$ cat config.mk
export PLATFORM = sky130hd
export DESIGN_NAME = delay_sched_ctrl_flat
export DESIGN_NICKNAME = d
export VERILOG_FILES = /design/src/rtl/delay_sched_pkg.sv /design/src/rtl/delay_sched_ctrl_if.sv /design/src/rtl/loop_sched_gen.sv /design/src/rtl/delay_sched_ctrl.sv /design/src/flat_wrapper.sv
export SDC_FILE = /design/constraint.sdc
export NUM_CORES = 1
export LEC_CHECK = 0
export CORE_MARGIN = 8
export CORE_UTILIZATION = 44
export DETAILED_ROUTE_END_ITERATION = 10
export PLACE_DENSITY_LB_ADDON = 0.12
export SYNTH_ARGS = -nofsm -noshare
export SYNTH_HDL_FRONTEND = slang
export SYNTH_HIERARCHICAL = 1
export SYNTH_SLANG_ARGS = --single-unit
$ cat constraint.sdc
create_clock -name clk -period 9.2 [get_ports clk]
set_clock_uncertainty 0.05 [all_clocks]
set_input_delay 1.38 -clock clk [delete_from_list [all_inputs] [get_ports clk]]
set_output_delay 1.38 -clock clk [all_outputs]
set_load 0.03 [all_outputs]
$ cat src/rtl/delay_sched_pkg.sv
// Shared types and constants for the delay-buffer schedule controller.
// The controller and its schedule generators both import this package.
package delay_sched_pkg;

  localparam int DIMS_MAX = 6;
  localparam int CW       = 16;

  typedef enum logic [1:0] {
    IDLE,
    RUN,
    DRAIN,
    DONE
  } ctrl_state_e;

  typedef struct packed {
    logic [3:0]             dim;
    logic [DIMS_MAX*CW-1:0] ranges;
    logic [DIMS_MAX*CW-1:0] strides;
    logic [CW-1:0]          start;
  } sched_cfg_t;

  // Zero means a single loop; anything deeper than the hardware supports saturates.
  function automatic logic [3:0] clamp_dim(input logic [3:0] dim, input int unsigned dim_max);
    logic [3:0] lim;
    lim = 4'(dim_max);
    if (dim == 4'd0) return 4'd1;
    if (dim > lim) return lim;
    return dim;
  endfunction

endpackage

$ cat src/rtl/delay_sched_ctrl_if.sv
// SRAM-side port bundle: write/read enables, addresses and read-data valid.
interface delay_sched_ctrl_if #(
  parameter int AW = 9
);

  logic          wen;
  logic [AW-1:0] waddr;
  logic          ren;
  logic [AW-1:0] raddr;
  logic          valid_out;

  modport master (output wen, waddr, ren, raddr, valid_out);
  modport slave  (input  wen, waddr, ren, raddr, valid_out);

endinterface

$ cat src/rtl/loop_sched_gen.sv
// Nested-loop schedule generator: one event per matching cycle, advancing an
// odometer-style iterator and adding the stride of the dimension that steps.
module loop_sched_gen #(
  parameter int DIMS = 6,
  parameter int CW   = 16
) (
  input  logic               clk,
  input  logic               rst,
  input  logic               load,
  input  logic               step_en,
  input  logic [CW-1:0]      cycle,
  input  logic [DIMS*CW-1:0] ranges,
  input  logic [DIMS*CW-1:0] strides,
  input  logic [CW-1:0]      start,
  output logic               fire,
  output logic               exhausted
);
  import delay_sched_pkg::*;

  localparam int IW = (DIMS > 1) ? $clog2(DIMS) : 1;

  logic [DIMS-1:0] can_inc;
  logic            carry_found;
  logic [IW-1:0]   carry_dim;
  logic [CW-1:0]   time_reg;
  logic            exh_reg;

  assign fire      = step_en && !exh_reg && (cycle == time_reg);
  assign exhausted = exh_reg;

  // Ranges arrive already clamped to >= 1, so range-1 never underflows.
  generate
    for (genvar gi = 0; gi < DIMS; gi++) begin : g_dim
      logic [CW-1:0] idx_reg;

      assign can_inc[gi] = idx_reg < (ranges[gi*CW +: CW] - CW'(1));

      always_ff @(posedge clk or posedge rst) begin
        if (rst) begin
          idx_reg <= '0;
        end else if (load) begin
          idx_reg <= '0;
        end else if (fire && carry_found) begin
          if (carry_dim == IW'(gi)) begin
            idx_reg <= idx_reg + CW'(1);
          end else if (IW'(gi) < carry_dim) begin
            idx_reg <= '0;
          end
        end
      end
    end
  endgenerate

  always_comb begin
    carry_found = 1'b0;
    carry_dim   = '0;
    for (int d = 0; d < DIMS; d++) begin
      if (!carry_found && can_inc[d]) begin
        carry_found = 1'b1;
        carry_dim   = IW'(d);
      end
    end
  end

  always_ff @(posedge clk or posedge rst) begin
    if (rst) begin
      time_reg <= '0;
      exh_reg  <= 1'b0;
    end else if (load) begin
      time_reg <= start;
      exh_reg  <= 1'b0;
    end else if (fire) begin
      if (carry_found) begin
        time_reg <= time_reg + strides[carry_dim*CW +: CW];
      end else begin
        exh_reg <= 1'b1;
      end
    end
  end

endmodule

$ cat src/rtl/delay_sched_ctrl.sv
// Schedule and address controller for a dual-port SRAM delay buffer: two loop
// schedule generators drive circular write/read pointers through a small FSM.
module delay_sched_ctrl #(
  parameter int DIMS = delay_sched_pkg::DIMS_MAX,
  parameter int CW   = delay_sched_pkg::CW,
  parameter int AW   = 9
) (
  input  logic               clk,
  input  logic               rst,
  input  logic               flush,
  input  logic               cfg_en,
  input  logic [3:0]         cfg_dim,
  input  logic [DIMS*CW-1:0] cfg_ranges,
  input  logic [DIMS*CW-1:0] cfg_strides,
  input  logic [CW-1:0]      cfg_wr_sched_start,
  input  logic [CW-1:0]      cfg_rd_sched_start,
  input  logic [AW-1:0]      cfg_wr_addr_start,
  delay_sched_ctrl_if.master sram,
  output logic               busy,
  output logic               done
);
  import delay_sched_pkg::*;

  ctrl_state_e        state_reg;
  logic [CW-1:0]      cycle_reg;
  logic [AW-1:0]      wr_ptr_reg;
  logic [AW-1:0]      rd_ptr_reg;
  logic               wen_reg;
  logic [AW-1:0]      waddr_reg;
  logic               ren_reg;
  logic [AW-1:0]      raddr_reg;
  logic               valid_reg;
  logic               busy_reg;
  logic               done_reg;

  logic [3:0]         dim_eff;
  logic [DIMS*CW-1:0] eff_ranges;
  logic               load;
  logic               step_en;
  logic               wr_fire;
  logic               rd_fire;
  logic               wr_exh;
  logic               rd_exh;

  assign dim_eff = clamp_dim(cfg_dim, DIMS);

  // Inactive dimensions look like range 1 so the carry search never selects them.
  generate
    for (genvar gi = 0; gi < DIMS; gi++) begin : g_range
      assign eff_ranges[gi*CW +: CW] =
        ((4'(gi) >= dim_eff) || (cfg_ranges[gi*CW +: CW] == '0)) ? CW'(1)
                                                                 : cfg_ranges[gi*CW +: CW];
    end
  endgenerate

  // flush outranks any event matching in the same cycle.
  assign load    = cfg_en && (flush || (state_reg == IDLE));
  assign step_en = cfg_en && !flush && (state_reg == RUN);

  loop_sched_gen #(.DIMS(DIMS), .CW(CW)) u_wr_gen (
    .clk       (clk),
    .rst       (rst),
    .load      (load),
    .step_en   (step_en),
    .cycle     (cycle_reg),
    .ranges    (eff_ranges),
    .strides   (cfg_strides),
    .start     (cfg_wr_sched_start),
    .fire      (wr_fire),
    .exhausted (wr_exh)
  );

  loop_sched_gen #(.DIMS(DIMS), .CW(CW)) u_rd_gen (
    .clk       (clk),
    .rst       (rst),
    .load      (load),
    .step_en   (step_en),
    .cycle     (cycle_reg),
    .ranges    (eff_ranges),
    .strides   (cfg_strides),
    .start     (cfg_rd_sched_start),
    .fire      (rd_fire),
    .exhausted (rd_exh)
  );

  always_ff @(posedge clk or posedge rst) begin
    if (rst) begin
      state_reg  <= IDLE;
      cycle_reg  <= '0;
      wr_ptr_reg <= '0;
      rd_ptr_reg <= '0;
      wen_reg    <= 1'b0;
      waddr_reg  <= '0;
      ren_reg    <= 1'b0;
      raddr_reg  <= '0;
      valid_reg  <= 1'b0;
      busy_reg   <= 1'b0;
      done_reg   <= 1'b0;
    end else begin
      wen_reg   <= wr_fire;
      ren_reg   <= rd_fire;
      valid_reg <= ren_reg && cfg_en;
      if (wr_fire) begin
        waddr_reg  <= wr_ptr_reg;
        wr_ptr_reg <= wr_ptr_reg + AW'(1);
      end
      if (rd_fire) begin
        raddr_reg  <= rd_ptr_reg;
        rd_ptr_reg <= rd_ptr_reg + AW'(1);
      end

      if (!cfg_en) begin
        state_reg <= IDLE;
        busy_reg  <= 1'b0;
        done_reg  <= 1'b0;
      end else if (load) begin
        state_reg  <= RUN;
        busy_reg   <= 1'b1;
        done_reg   <= 1'b0;
        cycle_reg  <= '0;
        wr_ptr_reg <= cfg_wr_addr_start;
        rd_ptr_reg <= '0;
      end else begin
        case (state_reg)
          RUN: begin
            cycle_reg <= cycle_reg + CW'(1);
            if (wr_exh && rd_exh) state_reg <= DRAIN;
          end
          DRAIN: begin
            state_reg <= DONE;
            busy_reg  <= 1'b0;
            done_reg  <= 1'b1;
          end
          DONE: state_reg <= DONE;
          default: begin
            state_reg <= IDLE;
            busy_reg  <= 1'b0;
            done_reg  <= 1'b0;
          end
        endcase
      end
    end
  end

  // Dropping the tile enable must kill any in-flight strobe immediately.
  assign sram.wen       = wen_reg && cfg_en;
  assign sram.ren       = ren_reg && cfg_en;
  assign sram.waddr     = waddr_reg;
  assign sram.raddr     = raddr_reg;
  assign sram.valid_out = valid_reg;
  assign busy           = busy_reg;
  assign done           = done_reg;

endmodule

$ cat src/flat_wrapper.sv
// flat-port wrapper written by rule: the top's interface ports become plain ports
module delay_sched_ctrl_flat import delay_sched_pkg::*;
#(
  parameter int DIMS = delay_sched_pkg::DIMS_MAX,
  parameter int CW   = delay_sched_pkg::CW,
  parameter int AW   = 9
)
  (clk, rst, flush, cfg_en, cfg_dim, cfg_ranges, cfg_strides, cfg_wr_sched_start, cfg_rd_sched_start, cfg_wr_addr_start, busy, done, sram_wen, sram_waddr, sram_ren, sram_raddr, sram_valid_out);
  delay_sched_ctrl_if #(.AW(AW)) sram_i ();
  input  logic clk;
  input  logic rst;
  input  logic flush;
  input  logic cfg_en;
  input  logic [3:0] cfg_dim;
  input  logic [DIMS*CW-1:0] cfg_ranges;
  input  logic [DIMS*CW-1:0] cfg_strides;
  input  logic [CW-1:0] cfg_wr_sched_start;
  input  logic [CW-1:0] cfg_rd_sched_start;
  input  logic [AW-1:0] cfg_wr_addr_start;
  output logic busy;
  output logic done;
  output wire logic [$bits(sram_i.wen)-1:0] sram_wen;
  output wire logic [$bits(sram_i.waddr)-1:0] sram_waddr;
  output wire logic [$bits(sram_i.ren)-1:0] sram_ren;
  output wire logic [$bits(sram_i.raddr)-1:0] sram_raddr;
  output wire logic [$bits(sram_i.valid_out)-1:0] sram_valid_out;
  assign sram_wen = sram_i.wen;
  assign sram_waddr = sram_i.waddr;
  assign sram_ren = sram_i.ren;
  assign sram_raddr = sram_i.raddr;
  assign sram_valid_out = sram_i.valid_out;
  delay_sched_ctrl #(.DIMS(DIMS), .CW(CW), .AW(AW)) u_core (.clk(clk), .rst(rst), .flush(flush), .cfg_en(cfg_en), .cfg_dim(cfg_dim), .cfg_ranges(cfg_ranges), .cfg_strides(cfg_strides), .cfg_wr_sched_start(cfg_wr_sched_start), .cfg_rd_sched_start(cfg_rd_sched_start), .cfg_wr_addr_start(cfg_wr_addr_start), .sram(sram_i), .busy(busy), .done(done));
endmodule
# Word-level counts from Yosys, hierarchy flattened
# Cells that the tools add are included.
[word_totals]
n_memories = 0
ff_bits = 285
latchBits = 0
ram_bits = 0
input_bits = 241
rom_bits = 0
word_cells = 305
out_inout_bits = 23
[op_classes]
multipliers = 0
n_mux = 113
addsub = 23
shift = 2
div_mod_pow = 0
n_reduce_logical = 90
n_bitwise = 0
order_cmp = 31
eq_ne = 19
[ops]
columns = ["operator", "n"]
rows = [
  ["$mux W16", 62],
  ["$add A16 B1 Y16 const B", 13],
  ["$lt A16 B16 Y1", 12],
  ["$shiftx A96 B8 Y16", 2],
  ["$logic_not A16 Y1", 6],
  ["$sub A16 B1 Y16 const B", 6],
  ["$mux W9", 6],
  ["$reduce_bool A3 Y1", 12],
  ["$reduce_and A2 Y1", 17],
  ["$add A16 B16 Y16", 2],
  ["$eq A16 B16 Y1", 2],
  ["$mux W1", 28],
  ["$mux W3", 8],
  ["$logic_and A1 B1 Y1", 22],
  ["$add A9 B1 Y9 const B", 2],
  ["$mux W4", 4],
  ["$reduce_bool A2 Y1", 7],
  ["$logic_not A1 Y1", 13],
  ["$eq A3 B2 Y1 const B", 4],
  ["$eq A3 B3 Y1 const B", 4],
  ["$lt A1 B3 Y1 const A", 4],
  ["$lt A2 B3 Y1 const A", 4],
  ["$lt A3 B3 Y1 const A", 4],
  ["$ge A1 B4 Y1 const A", 2],
  ["17 further kinds", 32],
]

# Longest topological paths before layout
# Gate-level depths: netlist of the first run.
[depth]
ltp_word = 31
ltp_mapped = 35
mapped_depth_nobuf = 33

# Cells and area by module
# Netlist of the first run, hierarchy kept.
[by_module_without_submodules]
columns = ["module", "cells_each", "area_per_inst_um2", "instances", "seq_area_each_um2"]
rows = [
  ["loop_sched_gen (u_core.u_rd_gen)", 1280, 10899.2, 1, 2827.7],
  ["loop_sched_gen (u_core.u_wr_gen)", 1243, 10540.1, 1, 2827.7],
  ["delay_sched_ctrl", 379, 3475.8, 1, 1476.4],
]

# Worst setup path before layout of the first run
# OpenSTA, ideal clock, no wires.
[synth_timing]
kind = "input-to-reg"
start = "in cfg_ranges[19]"
end = "reg u_core.u_wr_gen.time_reg[15]"
required_ns = 9.068
setup_time_ns = 0.082
slack_ns = 0.838
path_buffers = 1
path_stages = 32
arrival_ns = 8.230
path_cell_list = "nor4_1 nand4_1 o31a_1 and2_1 or3_1 nor4_1 nor2b_1 nand2_1 or2_2 nor4_1 xnor2_1 ha_1 a21o_1 a21o_1 a221oi_1 o31a_1 o21ai_1 a21oi_2 buf_2 mux2i_1 a211oi_1 ha_1 a21o_1 a21oi_1 o21ai_0 a31o_2 nand4_1 a31oi_1 a31oi_1 nor4_1 or4_1 a31oi_1"
[synth_between]
elab_chain_cells = 24
elab_cells_between_ends = 31
cone_classes = "2 x add/sub; 1 x order compare; 1 x shift; 14 x mux; 13 x reduce/logical"
[synth_rtl]
columns = ["element", "line", "source"]
rows = [
  ["from (decl)", "flat_wrapper.sv:15", "input logic [DIMS*CW-1:0] cfg_ranges;"],
  ["$logic_not A16 Y1 (*)", "delay_sched_ctrl.sv:51", "((4'(gi) >= dim_eff) || (cfg_ranges[gi*CW +: CW] == '0)) ? CW'(1)"],
  ["$logic_or A1 B1 Y1 (*)", "delay_sched_ctrl.sv:51", ""],
  ["$mux W16 (*)", "delay_sched_ctrl.sv:51", ""],
  ["via u_core.eff_ranges[20]", "delay_sched_ctrl.sv:37", "logic [DIMS*CW-1:0] eff_ranges;"],
  ["$sub A16 B1 Y16 (*)", "loop_sched_gen.sv:36", "assign can_inc[gi] = idx_reg < (ranges[gi*CW +: CW] - CW'(1));"],
  ["$lt A16 B16 Y1 (*)", "loop_sched_gen.sv:36", ""],
  ["$logic_and A1 B1 Y1 (*)", "loop_sched_gen.sv:58", "if (!carry_found && can_inc[d]) begin"],
  ["$mux W1", "loop_sched_gen.sv:58", ""],
  ["(+9 left out)", "n/a", ""],
  ["$logic_not A1 Y1", "loop_sched_gen.sv:58", ""],
  ["$logic_and A1 B1 Y1", "loop_sched_gen.sv:58", ""],
  ["$mux W3", "loop_sched_gen.sv:58", ""],
  ["$shiftx A96 B8 Y16", "loop_sched_gen.sv:74", "time_reg <= time_reg + strides[carry_dim*CW +: CW];"],
  ["$add A16 B16 Y16", "loop_sched_gen.sv:74", ""],
  ["$mux W16", "loop_sched_gen.sv:73", "if (carry_found) begin"],
  ["$mux W16", "loop_sched_gen.sv:72", "end else if (fire) begin"],
  ["$mux W16", "loop_sched_gen.sv:69", "end else if (load) begin"],
  ["to (signal assigned)", "loop_sched_gen.sv:70", "time_reg <= start;"],
  ["to (signal assigned)", "loop_sched_gen.sv:74", ""],
  ["to (decl)", "loop_sched_gen.sv:25", "logic [CW-1:0] time_reg;"],
]
# The timed path passes the listed nets; every way through them passes the cells marked *. The select of a mux whose other input is x is not followed.
# A chain may end at the register's enable or synchronous reset.

# Worst setup path after layout of the first run
[layout_timing]
start = "in cfg_ranges[27]"
end = "reg u_core.u_rd_gen.time_reg[14]"
[layout_between]
elab_chain_cells = 24
elab_cells_between_ends = 31
cone_classes = "2 x add/sub; 1 x order compare; 1 x shift; 14 x mux; 13 x reduce/logical"
[layout_rtl]
columns = ["element", "line"]
rows = [
  ["$logic_not A16 Y1 (*)", "delay_sched_ctrl.sv:51"],
  ["$logic_or A1 B1 Y1 (*)", "delay_sched_ctrl.sv:51"],
  ["$mux W16 (*)", "delay_sched_ctrl.sv:51"],
  ["via u_core.eff_ranges[21]", "delay_sched_ctrl.sv:37"],
  ["$sub A16 B1 Y16 (*)", "loop_sched_gen.sv:36"],
  ["$lt A16 B16 Y1 (*)", "loop_sched_gen.sv:36"],
  ["$logic_and A1 B1 Y1 (*)", "loop_sched_gen.sv:58"],
  ["$mux W1", "loop_sched_gen.sv:58"],
  ["(+9 left out)", "n/a"],
  ["$logic_not A1 Y1", "loop_sched_gen.sv:58"],
  ["$logic_and A1 B1 Y1", "loop_sched_gen.sv:58"],
  ["$mux W3", "loop_sched_gen.sv:58"],
  ["$shiftx A96 B8 Y16", "loop_sched_gen.sv:74"],
  ["$add A16 B16 Y16", "loop_sched_gen.sv:74"],
  ["$mux W16", "loop_sched_gen.sv:73"],
  ["$mux W16", "loop_sched_gen.sv:72"],
  ["$mux W16", "loop_sched_gen.sv:69"],
  ["to (signal assigned)", "loop_sched_gen.sv:70"],
  ["to (signal assigned)", "loop_sched_gen.sv:74"],
  ["to (decl)", "loop_sched_gen.sv:25"],
]
# Marks and branches as above.

==> flow_metrics.env, run 1 <==
export IMPL_finalWorstSetupSlack_ns=0.381
export IMPL_cts_tree="done"
export IMPL_place_area_sq_um=29900
export IMPL_worst_setup_path_type="in2reg"
export IMPL_synth_nets=3382
export IMPL_synth_flop_cell="dfrtp_1"
export IMPL_detail_route_antenna_nets=0
export IMPL_die_w_microns=254
export IMPL_viasPerCell=5.73
export IMPL_use_met1_pct=33.0
export IMPL_finalPower_uw=3560
export IMPL_grt_total_usage_pct=24.6
export IMPL_worst_slew_pin_transition_ns=1.09
export IMPL_yosysSeqAreaShare_pct=28.6
export IMPL_slew_violations=0
export IMPL_synthCells=2902
export IMPL_grt_pass1_vias=23894
export IMPL_die_area_sq_um=64500
export IMPL_hold_violations=0
export IMPL_area_growth_pct=25.1
export IMPL_cts_buffers=37
export IMPL_setup_viol=0
export IMPL_insertion_delay_ns=0.56
export IMPL_placedCellCount=4053
export IMPL_htreeDepth=2
export IMPL_vias=23616
export IMPL_grt_max_degree=95
export IMPL_grt_overflow_total=0
export IMPL_post_synth_top_area_fraction_pct=28.6
export IMPL_routedWlPerCell_microns=19.6
export IMPL_synthDistinctLibCells=98
export IMPL_rsz0062_at_grt="no"
export IMPL_grt_first_pass_wirelength_microns=129000
export IMPL_finalCritPeriodShare_pct=95.9
export IMPL_ir_worst_vdd_v=0.0000944
export IMPL_antennaDiodeCount=0
export IMPL_routed_wl_microns=80900
export IMPL_dp_slack_ns=-0.280
export IMPL_clkTransAtPathRegs_ns=0.05
export IMPL_final_area_sq_um=31200
export IMPL_synth_top_area_cell="dfrtp_1"
export IMPL_use_met3_pct=3.81
export IMPL_synth_area_per_cell_sq_um=8.59
export IMPL_layout_drive_gt1_share_pct=11.9
export IMPL_drt_iter0_markers=1644
export IMPL_async_reset_ff_share_pct=100
export IMPL_max_freq_ghz=0.113
export IMPL_hold_buffers=0
export IMPL_required_ns=9.58
export IMPL_min_period_ns=8.82
export IMPL_start_util_pct=44.4
export IMPL_num_fill_cells=5261
export IMPL_synth_edff_count=0
export IMPL_seq_area_sq_um=7130
export IMPL_core_sq_um=56200
export IMPL_synth_warnings=6
export IMPL_r2r_cells=23
export IMPL_relSlewSlack_pct=27.2
export IMPL_syn_area_sq_um=24900
export IMPL_use_met2_pct=41.0
export IMPL_maxCapViolCount=0
export IMPL_root_buffer="clkbuf_16"
export IMPL_routabilityCongestion=0.947
export IMPL_ios=264
export IMPL_crit_path_start_kind="input pin"
export IMPL_clock_path_buffers=3
export IMPL_yosysMostFrequentCell="nor2_1"
export IMPL_clock_sinks=285
export IMPL_slowest_delay_ns=0.54
export IMPL_nets=3817
export IMPL_portBuffers=263
export IMPL_busiest_layer="met2"
export IMPL_synthTopCellsByCount="nor2_1, dfrtp_1, nand2_1, ha_1, xnor2_1"
export IMPL_cp_slowest_cell="or4_1"
export IMPL_first_pass_iters=6
export IMPL_whs_path_depth=1
export IMPL_crit_path_frequent_cell="nand2_1"
export IMPL_hpwl_microns=64300
export IMPL_finalSetupTns_ns=0
export IMPL_multi_input_area_sq_um=17100
export IMPL_fin_cells=4121
export IMPL_leakagePower_uw=0.0133
export IMPL_p_per_area_nw_per_um2=114
export IMPL_status="completed"
export IMPL_end_kind="register"
export IMPL_yosys_top_cells_area="dfrtp_1, ha_1, xnor2_1"
export IMPL_fp_row_count=87
export IMPL_ys_ff_latch=285
export IMPL_hold_path_class="reg2reg"
export IMPL_drc_errors=0
export IMPL_crit_arrival_ns=9.20
export IMPL_antenna_found_initial=0
export IMPL_path_max_fanout=13
export IMPL_die_y_microns=254
routing by layer:
layer	wire length, microns	share of wire (%)
met5	0	0
met4	1980	2.4
met3	4500	5.6
met2	37700	47
met1	36700	45
report_power, final:
part           switching (uW)  internal [uW]
registers                34.9           1280
clock network             582            887
logic                     400            383
total                    1020           2550
worst paths after layout:
| path | to | from | slack, ns |
|---|---|---|---|
| setup reg to reg | u_core/u_rd_gen/time_reg[15] | u_core/u_rd_gen/g_dim[5].idx_reg[7] | 3.54 |
| setup / recovery | u_core/u_rd_gen/time_reg[14] | cfg_ranges[27] | 0.38 |
| hold / removal | u_core/u_wr_gen/g_dim[2].idx_reg[15] | u_core/u_wr_gen/g_dim[2].idx_reg[15] | 0.43 |
| hold reg to reg | u_core/u_wr_gen/g_dim[2].idx_reg[15] | u_core/u_wr_gen/g_dim[2].idx_reg[15] | 0.43 |
| max in group asynchronous | u_core/u_wr_gen/g_dim[3].idx_reg[1] | rst | 6.10 |
| min in group asynchronous | u_core/u_wr_gen/time_reg[0] | rst | 1.28 |
final cells by class:
class | instances | area share [%]
clock buffer | 58 | 3.81
clock inverter | 9 | 0.185
inverter | 76 | 0.931
multi-input combinational | 2439 | 55.0
sequential | 285 | 22.9
tap | 756 | 3.04
timing repair buffer | 498 | 14.2
through the flow:
step | utilization (%) | hold WS [ns]
after detailed placement | 53.2 | 0.424
after CTS | 55.4 | 0.435
after global routing | 55.5 | 0.448
after floorplan | - | 0.394
after global placement | 53.2 | 0.421
final | 55.5 | 0.431
logic make-up after synthesis:
logic type / Yosys count / share of synthesized area, %
simple gates: 1150 / 23.7
flops: 285 / 28.6
compound gates: 582 / 15.4
mux: 112 / 4.78
xor+xnor: 356 / 12.5
buf+inv: 178 / 2.94
fa+ha+maj: 239 / 12.1
timing repair:
item                                    CTS  global route
hold endpoints to repair                  0             0
resized for setup                         0             9
buffers inserted                          0             1
endpoints found under the setup margin    0             5
critical path: cells and delay by family:
| family | cells | cell delay (ns) |
|---|---|---|
| and+or+nand+nor | 11 | 2.33 |
| adders and majority gates | 2 | 0.60 |
| xor gates and xnor gates | 1 | 0.18 |
| buffers and inverters | 4 | 0.98 |
| muxes | 1 | 0.22 |
| AOI/OAI and AO/OA | 15 | 3.47 |
cell usage in the layout, fill, tap and decap left out, types with 97 or more instances in the layout:
| cell type | instances |
|---|---|
| buf_4 | 233 |
| clkdlybuf4s50_1 | 263 |
| ha_1 | 237 |
| nand3_1 | 97 |
| dfrtp_1 | 285 |
| nand2_1 | 243 |
| a21oi_1 | 150 |
| xnor2_1 | 201 |
| xor2_1 | 155 |
| and2_1 | 100 |
| nor2_1 | 290 |
| o21ai_0 | 135 |
Power figures use the tool's default switching activity.
==> run 2: changes to the inputs <==
Settings changed: ABC_CLOCK_PERIOD_IN_PS from default to 9200.
==> results of run 2 <==
No change in the layout: final DEF, timing and power equal those of run 1.
